[src/rtl/onehot_decoder_pkg.sv]
// onehot_decoder_pkg
//   Shared widths, FSM state encoding and small helpers for the one-hot
//   decoder and its index FIFO.
//   IDX_W    : width of a binary bit index (0..7)
//   ONEHOT_W : width of the expanded one-hot word
//   HOLD_W   : width of the hold-length input and hold counter
package onehot_decoder_pkg;

  localparam int unsigned IDX_W    = 3;
  localparam int unsigned ONEHOT_W = 8;
  localparam int unsigned HOLD_W   = 4;

  typedef enum logic {
    IDLE  = 1'b0,
    DRIVE = 1'b1
  } state_t;

  function automatic logic [ONEHOT_W-1:0] idx_to_onehot(input logic [IDX_W-1:0] idx);
    return ONEHOT_W'(1) << idx;
  endfunction

  // A hold length of 0 behaves like 1, so both load a counter of 0.
  function automatic logic [HOLD_W-1:0] hold_reload(input logic [HOLD_W-1:0] len);
    return (len == '0) ? '0 : len - 1'b1;
  endfunction

endpackage

[src/rtl/index_fifo.sv]
// index_fifo
//   Small synchronous FIFO of bit indices, DEPTH entries (power of two).
//   clk, rst_n : clock, synchronous active-low reset
//   push, din  : write din at the tail (ignored when full)
//   pop, dout  : remove the head (ignored when empty); dout shows the head
//   full/empty : registered occupancy flags
module index_fifo
  import onehot_decoder_pkg::*;
#(
  parameter int unsigned DEPTH = 4
) (
  input  logic             clk,
  input  logic             rst_n,
  input  logic             push,
  input  logic [IDX_W-1:0] din,
  input  logic             pop,
  output logic [IDX_W-1:0] dout,
  output logic             full,
  output logic             empty
);

  localparam int unsigned AW = $clog2(DEPTH);

  logic [IDX_W-1:0] mem [DEPTH];
  logic [AW-1:0]    wr_ptr;
  logic [AW-1:0]    rd_ptr;
  logic [AW:0]      count;
  logic             push_ok;
  logic             pop_ok;

  assign full    = (count == (AW+1)'(DEPTH));
  assign empty   = (count == '0);
  assign push_ok = push & ~full;
  assign pop_ok  = pop & ~empty;
  assign dout    = mem[rd_ptr];

  // Pointers wrap naturally because DEPTH is a power of two.
  always_ff @(posedge clk) begin
    if (!rst_n) begin
      wr_ptr <= '0;
      rd_ptr <= '0;
      count  <= '0;
    end else begin
      if (push_ok) wr_ptr <= wr_ptr + 1'b1;
      if (pop_ok)  rd_ptr <= rd_ptr + 1'b1;
      case ({push_ok, pop_ok})
        2'b10:   count <= count + 1'b1;
        2'b01:   count <= count - 1'b1;
        default: count <= count;
      endcase
    end
  end

  always_ff @(posedge clk) begin
    if (push_ok) mem[wr_ptr] <= din;
  end

endmodule

[src/rtl/onehot_decoder.sv]
// onehot_decoder
//   Queues binary indices and drives each as a one-hot word for hold_len
//   cycles (0 counts as 1), back-to-back when more indices are queued.
//   clk, rst_n           : clock, synchronous active-low reset
//   in_valid/in_ready    : index handshake; in_index is the bit position
//   hold_len             : cycles per word, sampled when a word is popped
//   out_onehot/out_valid : registered decoded word and its qualifier
//   busy                 : a word is being driven or indices are queued
module onehot_decoder
  import onehot_decoder_pkg::*;
#(
  parameter int unsigned DEPTH = 4
) (
  input  logic                clk,
  input  logic                rst_n,
  input  logic                in_valid,
  input  logic [IDX_W-1:0]    in_index,
  output logic                in_ready,
  input  logic [HOLD_W-1:0]   hold_len,
  output logic [ONEHOT_W-1:0] out_onehot,
  output logic                out_valid,
  output logic                busy
);

  state_t            state;
  logic [HOLD_W-1:0] hold_cnt;
  logic              fifo_full;
  logic              fifo_empty;
  logic [IDX_W-1:0]  head;
  logic              push;
  logic              pop;

  // Ready comes from the registered full flag only, so a pop in the same
  // cycle never opens a slot early.
  assign in_ready = rst_n & ~fifo_full;
  assign push     = in_valid & in_ready;
  assign busy     = out_valid | ~fifo_empty;

  always_comb begin
    pop = 1'b0;
    if (!fifo_empty) begin
      case (state)
        IDLE:    pop = 1'b1;
        DRIVE:   pop = (hold_cnt == '0);
        default: pop = 1'b0;
      endcase
    end
  end

  index_fifo #(
    .DEPTH (DEPTH)
  ) u_fifo (
    .clk   (clk),
    .rst_n (rst_n),
    .push  (push),
    .din   (in_index),
    .pop   (pop),
    .dout  (head),
    .full  (fifo_full),
    .empty (fifo_empty)
  );

  always_ff @(posedge clk) begin
    if (!rst_n) begin
      state      <= IDLE;
      out_onehot <= '0;
      out_valid  <= 1'b0;
      hold_cnt   <= '0;
    end else begin
      case (state)
        IDLE: begin
          if (pop) begin
            out_onehot <= idx_to_onehot(head);
            out_valid  <= 1'b1;
            hold_cnt   <= hold_reload(hold_len);
            state      <= DRIVE;
          end
        end
        DRIVE: begin
          if (hold_cnt != '0) begin
            hold_cnt <= hold_cnt - 1'b1;
          end else if (pop) begin
            out_onehot <= idx_to_onehot(head);
            hold_cnt   <= hold_reload(hold_len);
          end else begin
            out_onehot <= '0;
            out_valid  <= 1'b0;
            state      <= IDLE;
          end
        end
        default: begin
          state      <= IDLE;
          out_onehot <= '0;
          out_valid  <= 1'b0;
        end
      endcase
    end
  end

endmodule

[config.mk]
export PLATFORM = sky130hd
export DESIGN_NAME = onehot_decoder
export DESIGN_NICKNAME = d
export VERILOG_FILES = /design/src/rtl/onehot_decoder_pkg.sv /design/src/rtl/index_fifo.sv /design/src/rtl/onehot_decoder.sv
export SDC_FILE = /design/constraint.sdc
export NUM_CORES = 1
export LEC_CHECK = 0
export ABC_AREA = 1
export CAP_MARGIN = 20
export CORE_AREA = 2 2 54 56
export CTS_BUF_LIST = sky130_fd_sc_hd__clkbuf_4
export DETAILED_ROUTE_END_ITERATION = 12
export DIE_AREA = 0 0 56 58
export DONT_BUFFER_PORTS = 1
export PLACE_DENSITY_LB_ADDON = 0.15
export SLEW_MARGIN = 25
export SYNTH_ARGS = -nofsm -noshare
export SYNTH_HDL_FRONTEND = slang
export SYNTH_SLANG_ARGS = --single-unit
export TNS_END_PERCENT = 10
[constraint.sdc]
create_clock -name clk -period 2.3 [get_ports clk]
set_input_delay 0.575 -clock clk [delete_from_list [all_inputs] [get_ports clk]]
set_output_delay 0.575 -clock clk [all_outputs]
set_load 0.01 [all_outputs]
[Word-level counts from Yosys, hierarchy flattened]
Memory sizes are Yosys's and may differ from the RTL's. A register that Yosys moved wholly into a read port is not among the register bits.
Index checks and enable logic that the tools add are counted.
Word-level totals
  logic and storage cells: 58
  output and inout port bits: 11
  flip-flop bits (word level): 21
  bits in writable memories: 12
  bits of input ports: 10
  memories kept: 1
Cells by class
  add/sub/neg operators: 6
  reduce and logical (&&, ||, !) cells: 7
  equal/unequal tests: 6
  bitwise logic cells: 8
  shift operators: 1
  mux-type cells: 22
Memory list
  u_fifo.mem: words 4, bits a word 3, read ports 1, clocked after Yosys merged registers in 1, write ports 1, line index_fifo.sv:24  | logic [IDX_W-1:0] mem [DEPTH];
Operator list (number)
  8-bit 2-to-1 mux: 3
  8-bit case mux with 2 select lines: 1
  4-bit 2-to-1 mux: 3
  4-bit zero test: 2
  1-bit 2-to-1 mux: 8
  4-bit case mux with 2 select lines: 1
  1-bit by 3-bit << shifter with 8-bit output (first input constant): 1
  4-bit by 1-bit subtractor with 4-bit output (second input constant): 2
  1-bit case mux with 2 select lines: 3
  3-bit case mux with 2 select lines: 1
  2-bit by 1-bit adder with 2-bit output (second input constant): 2
  1-bit bitwise AND: 4
  2-bit 2-to-1 mux: 2
  2-bit inequality test (second input constant): 2
  4-bit nonzero test: 1
  3-bit by 1-bit adder with 3-bit output (second input constant): 1
  3-bit equality test (second input constant): 1
  3-bit zero test: 1
  1-bit inverter: 3
  3-bit AND reduction: 1
  3-bit by 1-bit subtractor with 3-bit output (second input constant): 1
  2-bit by 1-bit equality test with 1-bit output (second input constant): 1
  2-bit equality test (second input constant): 1
  2-bit by 1-bit inequality test with 1-bit output (second input constant): 1
  3 further kinds: 3

[Longest topological paths before layout]
Gate-level depths: netlist (run 1).
  depth in word-level cells: 7
  gate-level depth with buffers: 13
  depth with buffers taken out: 13

[Modules after synthesis]
A second synthesis (run 1) with hierarchy kept.
Unflattened totals
  cells, all modules: 200
  area, all modules: 1660.3 um^2
By module, submodules not included
  index_fifo: instances 1, cells each 99, area an instance 953.4 um^2
  onehot_decoder: instances 1, cells each 101, area an instance 706.9 um^2

[Worst setup path before layout (run 1)]
Ideal clock, no wire load.
  path type: register to register
  start: reg hold_cnt[0]
  end: reg u_fifo.count[2]
  path slack: 278 ps
  arrival time: 1900 ps
  cell stages (with the launch flop): 14
  data required time: 2178 ps
  clock period less this slack: 2022 ps
  buffers on the path: 0
  path through: dfxtp_1 -> inv_1 -> ha_1 -> nand2_1 -> nand2_4 -> nand2_8 -> inv_2 -> ha_1 -> inv_1 -> fa_1 -> a21oi_1 -> o21ai_0 -> o21ai_0 -> a21oi_1
On the way
  word-level cells in the longest chain between the ends: 6
  elaborated cells between the ends (all ways): 8
  those cells by class: 2 x eq/ne; 3 x mux; 1 x bitwise; 2 x reduce/logical
RTL lines
  start, declared: line onehot_decoder.sv:26  | logic [HOLD_W-1:0] hold_cnt;
  start signal, assigned: line onehot_decoder.sv:75  | hold_cnt <= hold_reload(hold_len);
  start signal, assigned: line onehot_decoder.sv:81  | hold_cnt <= hold_cnt - 1'b1;
  start signal, assigned: line onehot_decoder.sv:84  | hold_cnt <= hold_reload(hold_len);
  4-bit zero test (*): line onehot_decoder.sv:44  | DRIVE: pop = (hold_cnt == '0);
  1-bit case mux with 2 select lines (*): line onehot_decoder.sv:42  | case (state)
  1-bit 2-to-1 mux (*): line onehot_decoder.sv:41  | if (!fifo_empty) begin
  1-bit bitwise AND (*): line index_fifo.sv:34  | assign pop_ok = pop & ~empty;
  named net u_fifo.pop_ok: line index_fifo.sv:29  | logic pop_ok;
  2-bit by 1-bit equality test with 1-bit output / 2-bit equality test (equally long branches): line index_fifo.sv:46  | case ({push_ok, pop_ok})
  3-bit case mux with 2 select lines / 2-bit nonzero test (equally long branches)
  end signal, assigned: line index_fifo.sv:47  | 2'b10: count <= count + 1'b1;
  end signal, assigned: line index_fifo.sv:48  | 2'b01: count <= count - 1'b1;
  end signal, assigned: line index_fifo.sv:49  | default: count <= count;
  end, declared: line index_fifo.sv:27  | logic [AW:0] count;
The timed path passes the listed nets; every way through them passes the cells marked *.
A chain may end at the register's enable or synchronous reset.

[Final worst setup path (run 1)]
Ends and elaborated chain as after synthesis.

==> results of run 1 <==
power by group:
part           switching (mW)  internal (mW)  leakage (nW)
Combinational           0.775          0.411         0.416
Clock                   0.216          0.339        0.0557
Sequential              0.144          0.791         0.298
worst register-to-register path: stages, from the launching register on:
cell and delay, ns:
dfxtp_1 0.32, inv_2 0.08, ha_2 0.21, nand2_1 0.09, nand2_4 0.12, nand2_8 0.09
inv_2 0.10, ha_1 0.15, inv_1 0.07, fa_2 0.34, a21oi_1 0.15, o21ai_1 0.10
o21ai_0 0.14, a21oi_1 0.05
repair_timing:
| item | in CTS | in global routing |
|---|---|---|
| gates resized for setup | 0 | 4 |
| endpoints found under the setup margin | 0 | 1 |
| setup buffers | 0 | 0 |
per-stage QoR:
| stage | setup slack [ns] | cells | area, sq um | hold slack [ns] |
|---|---|---|---|---|
| finish | 0.186 | 246 | 1830 | 0.313 |
| detailed placement | 0.0727 | 238 | 1720 | 0.489 |
| floorplan | 0.278 | 208 | 1690 | 0.457 |
| global placement | 0.200 | 238 | 1720 | 0.466 |
| CTS | 0.0606 | 246 | 1830 | 0.313 |
| global route | 0.0344 | 246 | 1830 | 0.284 |
cells in the mapped netlist (all sizes together):
cell,instances
nand3,11
fa,1
edfxtp,12
nor3,1
clkbuf,1
nor2,24
a21oi,22
inv,24
xor2,1
ha,6
o21ai,13
buf,1
a31oi,1
nand2,64
or2,2
o22ai,1
dfxtp,23
state kept, by name, indices dropped and copies added, names as in the netlist, named ones only:
name	flops
u_fifo.mem	12
out_onehot	8
hold_cnt	4
u_fifo.count	3
u_fifo.rd_ptr	2
u_fifo.wr_ptr	2
out_valid	1
state	1
cell usage in the layout, fill, tap and decap left out, drive strengths merged:
cell	netlist	layout
edfxtp	12	12
xor2	1	1
nand3	11	11
nor3	1	1
nor2	24	24
o22ai	1	1
a21oi	22	22
buf	1	1
fa	1	1
bufinv	0	2
nand2	64	64
clkbuf	1	5
a31oi	1	1
o21ai	13	13
dfxtp	23	23
or2	2	2
inv	24	25
ha	6	6
metal layers:
metal	up-vias	wire length, um	track usage (%)
li1	683	-	-
met1	610	1270	22.8
met2	34	1580	39.3
met3	9	159	5.80
met4	0	65	11.2
met5	-	0	0
logic make-up (layout without fill, tap and decap cells):
kind of cell / after synthesis / count (layout)
AND/OR/NAND/NOR: 102 / 102
AO/OA/AOI/OAI: 37 / 37
flip-flops: 35 / 35
buffers and inverters: 26 / 33
adder cells (fa/ha/maj): 7 / 7
XOR/XNOR: 1 / 1
layout make-up:
cell class                 instances  share of cell area (%)
sequential                        35                    44.8
multi-input combinational        147                    42.1
inverter                          24                    4.91
clock inverter                     3                    3.62
tap                               31                    2.12
clock buffer                       5                    2.05
timing repair buffer               1                   0.410
path summary, 6_finish.rpt:
check	start	to	slack (ns)	cells after the start
max	hold_cnt[0]	u_fifo.count[2]	0.19	13
min	in_index[0]	u_fifo.mem[1][0]	0.31	0
max reg2reg	hold_cnt[0]	u_fifo.count[2]	0.19	13
min reg2reg	u_fifo.rd_ptr[1]	u_fifo.rd_ptr[1]	0.50	2
==> metrics, run 1 <==
status complete, no violations; Fmax achieved 0.473 GHz; Critical path buffers and inverters 3; Synth Area in Adders under 10%; max cap viols 0; First DRT Iteration DRCs between 40 and 50; initial antenna violation count 0; vias in the first global route approximately 1.4k; Slew @ Worst Pin 0.521 ns; chip width about 56 um; first-pass GRT wire length approximately 5400 um; Ant. Diodes 0; routability cong. about 0.91; Avg Vias per Cell 5.43; largest family of logic cells by synthesized area simple AND/OR/NAND/NOR gates; Post-Syn Area per Cell just over 8 sq um; Port Buffers 0; area of the multi-input gates roughly 770 sq um; clk_skew around 0.018 ns; Via Count ~1.3k; Layout area overhead 8.60%; Layout Utilization 68.8%; CP max FO 8; worst min path class input pin to flop; DIE AREA approximately 3200 sq um; Syn Nets 225; filler cell count 231; total power 2.68 mW; DRT Pass-1 Iters 4; Die Y-Extent 58 um; CP Cell Sequence inv_2 > ha_2 > nand2_1 > nand2_4 > nand2_8 > inv_2 > ha_1 > inv_1 > fa_2 > a21oi_1 > o21ai_1 > o21ai_0 > a21oi_1; H-tree levels 2; final setup fails 0; Starting Density between 60% and 70%; Pleak between 0.7 and 0.8 nW; Synth Cell Area about 1700 sq um; post-synthesis cell type count 27; Setup crit end kind flop; crit path DAT 2.36 ns; final cycle utilization of the critical path just over 90%; Final Max Tran Viols 0; Max IR drop VDD about 1.3 mV; largest cells by area after synthesis dfxtp_1 (27%), edfxtp_1 (21%), nand2_1 (13%); DRC viols 0; dpl hpwl 2300 um; Crit Path Class flop to flop; Register Area just over 800 sq um; core area 2660 sq um; final hold viol count 0; Synth area leader dfxtp_1; CTS tree yes; Startpoint Class flop; worst skew pair latency 0.35 ns; Compound-Gate Fraction of Synth Area 12.7%; clk sinks 35; CTS root buf clkbuf_4; Yosys top cell area share ~27%; CTS Buffer Depth 2; IO Count 21; total wire length slightly above 3000 um; Yosys reg bits 35; hold buffers post-CTS 0; RSZ-0062 raised after global routing no; gr ovfl total 0; proportion of layout cells with a drive suffix above 1 about 16%; cts bufs inserted 5; cell count after synthesis 208; Final Critical Period around 2.1 ns; Crit path required time 2.55 ns; PwrDens ~1500 nW/um^2; post-synthesis mux area share 0%; Worst-path clk slew around 0.12 ns; slowest CP cell fa_2; Synth Area in Simple Gates about a quarter; YS warnings 0; delay-heaviest family, CP adder cells; Synth Area in XOR/XNOR less than 1%; Placement Rows 19; Worst slew margin 65.2%; average wire per standard cell 12.5 um; setup_tns 0 ns; crit-path max cell delay about 0.34 ns; Antenna Nets Post-Route 0; sequential area share after synthesis just under 50%; Tot GR Track Use a little over a fifth; Total Nets Final 231; largest net degree at the start of global routing 14
Note: power is estimated with default switching activity, not from simulation.
==> run 2: changes to the inputs <==
- CELL_PAD_IN_SITES_DETAIL_PLACEMENT: unset -> 2
- CELL_PAD_IN_SITES_GLOBAL_PLACEMENT: unset -> 2
- CORE_AREA: 2 2 54 56 -> 2 2 70 72
- CTS_CLUSTER_DIAMETER: unset -> 120
- DIE_AREA: 0 0 56 58 -> 0 0 72 74
==> metrics, run 2 (synthesized netlist as in run 1, its figures left out) <==
Starting Density 36.7% (was 63.4%); Final Critical Period 2.13 ns (was 2.11 ns); H-tree levels 2 (unchanged); final hold viol count 0 (unchanged); clk_skew 0.0112 ns (was 0.0183 ns); Largest register FFs 12 (unchanged); most frequent cells in the layout nand2_1 (60), dfxtp_1 (23), nor2_1 (21) (unchanged); total wire length 4140 um (was 3070 um); Critical path buffers and inverters 3 (unchanged); Port Buffers 0 (unchanged); PnR worst setup slack 0.170 ns (was 0.186 ns); Fmax achieved 0.469 GHz (was 0.473 GHz); CTS root buf clkbuf_4 (unchanged); Setup crit end kind flop (unchanged); Tot GR Track Use 17.5% (was 21.5%); total power 2.54 mW (was 2.68 mW); Avg Vias per Cell 5.06 (was 5.43); final cycle utilization of the critical path 92.6% (was 91.9%); proportion of layout cells with a drive suffix above 1 16.2% (was 16.3%); dpl hpwl 3310 um (was 2300 um); Worst R2R Setup Slack 0.17 ns (was 0.19 ns); filler cell count 537 (was 231); Critical Path Source hold_cnt[0] (unchanged); Non-Filler Instances 270 (was 246); commonest non-fill, non-tap cell in the layout nand2_1 (unchanged); Worst slew margin 74.2% (was 65.2%); routability cong. 0.727 (was 0.907); crit path DAT 2.37 ns (was 2.36 ns); hold path start in_index[2] (was in_index[0]); Placement Rows 25 (was 19); Top reg by flops u_fifo.mem (unchanged); Final Max Tran Viols 0 (unchanged); worst skew pair latency 0.34 ns (was 0.35 ns); crit-path max cell delay 0.39 ns (was 0.34 ns); CTS tree yes (unchanged); first-pass GRT wire length 7050 um (was 5420 um); Via Count 1366 (was 1336); Post-CTS Setup Repair Bufs 0 (unchanged); DRT Pass-1 Iters 4 (unchanged); status complete, no violations (unchanged); Startpoint Class flop (unchanged); core area 4600 sq um (was 2660 sq um); post-place setup slack -0.0191 ns (was 0.0727 ns); clk sinks 35 (unchanged); chip width 72 um (was 56 um); Layout area overhead 8.23% (was 8.60%); largest net degree at the start of global routing 13 (was 14); slowest CP cell fa_1 (was fa_2); setup_tns 0 ns (unchanged); DRC viols 0 (unchanged); max cap viols 0 (unchanged); Pleak 0.756 nW (was 0.770 nW); Slew @ Worst Pin 0.385 ns (was 0.521 ns); worst r2r dst u_fifo.count[2] (unchanged); Total Nets Final 232 (was 231); Final Instance Area 1830 sq um (about the same); IO Count 21 (unchanged); CTS Buffer Depth 2 (unchanged); gr ovfl total 0 (unchanged); Placed Cells 262 (was 238); Ant. Diodes 0 (unchanged); r2r worst-path depth 13 (unchanged); average wire per standard cell 15.3 um (was 12.5 um); delay-heaviest family, CP adder cells (unchanged); vias in the first global route 1577 (was 1421); CP Cell Sequence inv_2 > ha_4 > nand2_1 > nand2_4 > nand2_8 > inv_2 > ha_1 > inv_1 > fa_1 > a21oi_1 > o21ai_1 > o21ai_1 > a21oi_1 (was inv_2 > ha_2 > nand2_1 > nand2_4 > nand2_8 > inv_2 > ha_1 > inv_1 > fa_2 > a21oi_1 > o21ai_1 > o21ai_0 > a21oi_1); final setup fails 0 (unchanged); PwrDens 1390 nW/um^2 (was 1460 nW/um^2); First DRT Iteration DRCs 32 (was 46); RSZ-0062 raised after global routing no (unchanged); biggest regs u_fifo.mem x12, out_onehot x8, hold_cnt x4 (unchanged); initial antenna violation count 0 (unchanged); Crit Path Class flop to flop (unchanged); Layout Utilization 39.7% (was 68.8%); Max IR drop VDD 0.580 mV (was 1.32 mV); Crit path required time 2.54 ns (was 2.55 ns); Die Y-Extent 74 um (was 58 um); worst min path class input pin to flop (unchanged); Hold Crit Depth 0 (unchanged); Final Hold Slack 0.322 ns (was 0.313 ns); DIE AREA 5330 sq um (was 3250 sq um); Crit Reg-Reg Startpoint hold_cnt[0] (unchanged); cts bufs inserted 5 (unchanged); hold endpoint u_fifo.mem[2][2] (was u_fifo.mem[1][0]); CP max FO 8 (unchanged); Placed Area 1760 sq um (was 1720 sq um); Antenna Nets Post-Route 0 (unchanged); Worst-path clk slew 0.11 ns (was 0.12 ns)
[run 2: changes by cell type in the layout (fill, tap and decap cells not counted), sizes merged]
cell,before,now
bufinv,2,0
buf,1,2
clkbuf,5,6
clkinv,0,1
[run 2: where the power goes]
| group | internal, mW | switching, mW |
|---|---|---|
| clock network | 0.128 | 0.210 |
| registers | 0.791 | 0.149 |
| logic | 0.423 | 0.838 |
[run 2: timing repair]
action | CTS | global route
gates resized for setup | 2 | 3
pin swaps | 0 | 0
setup endpoints to repair | 1 | 1
hold buffers | 0 | 0
[run 2: cell type report]
class / count / area (sq um) / share of cell area (%)
Timing Repair Buffer: 2 / 15.0 / 0.822
Clock buffer: 6 / 45.0 / 2.47
Tap cell: 54 / 67.6 / 3.70
Multi-Input combinational cell: 147 / 779 / 42.7
Inverter: 24 / 90.1 / 4.93
Clock inverter: 2 / 8.76 / 0.479
Sequential cell: 35 / 821 / 44.9
[run 2: how the worst max path moves through the flow]
stage | end | slack, ns | depth (start not counted)
3_5_place_dp | u_fifo.count[2] | -0.02 | 13
4_1_cts | u_fifo.count[2] | 0.03 | 13
6_report | u_fifo.count[2] | 0.17 | 13
2_1_floorplan | u_fifo.count[2] | 0.28 | 13
5_1_grt | u_fifo.count[2] | 0.005 | 13
3_3_place_gp | u_fifo.count[2] | 0.17 | 13
[run 2: layer usage]
| metal | part of all wire [%] | vias to the layer above | track usage (%) |
|---|---|---|---|
| met2 | 55 | 21 | 33.1 |
| met1 | 41 | 658 | 18.8 |
| met5 | 0 | - | 0 |
| met4 | 1.6 | 0 | 6.92 |
| li1 | - | 680 | - |
| met3 | 3.0 | 7 | 4.07 |
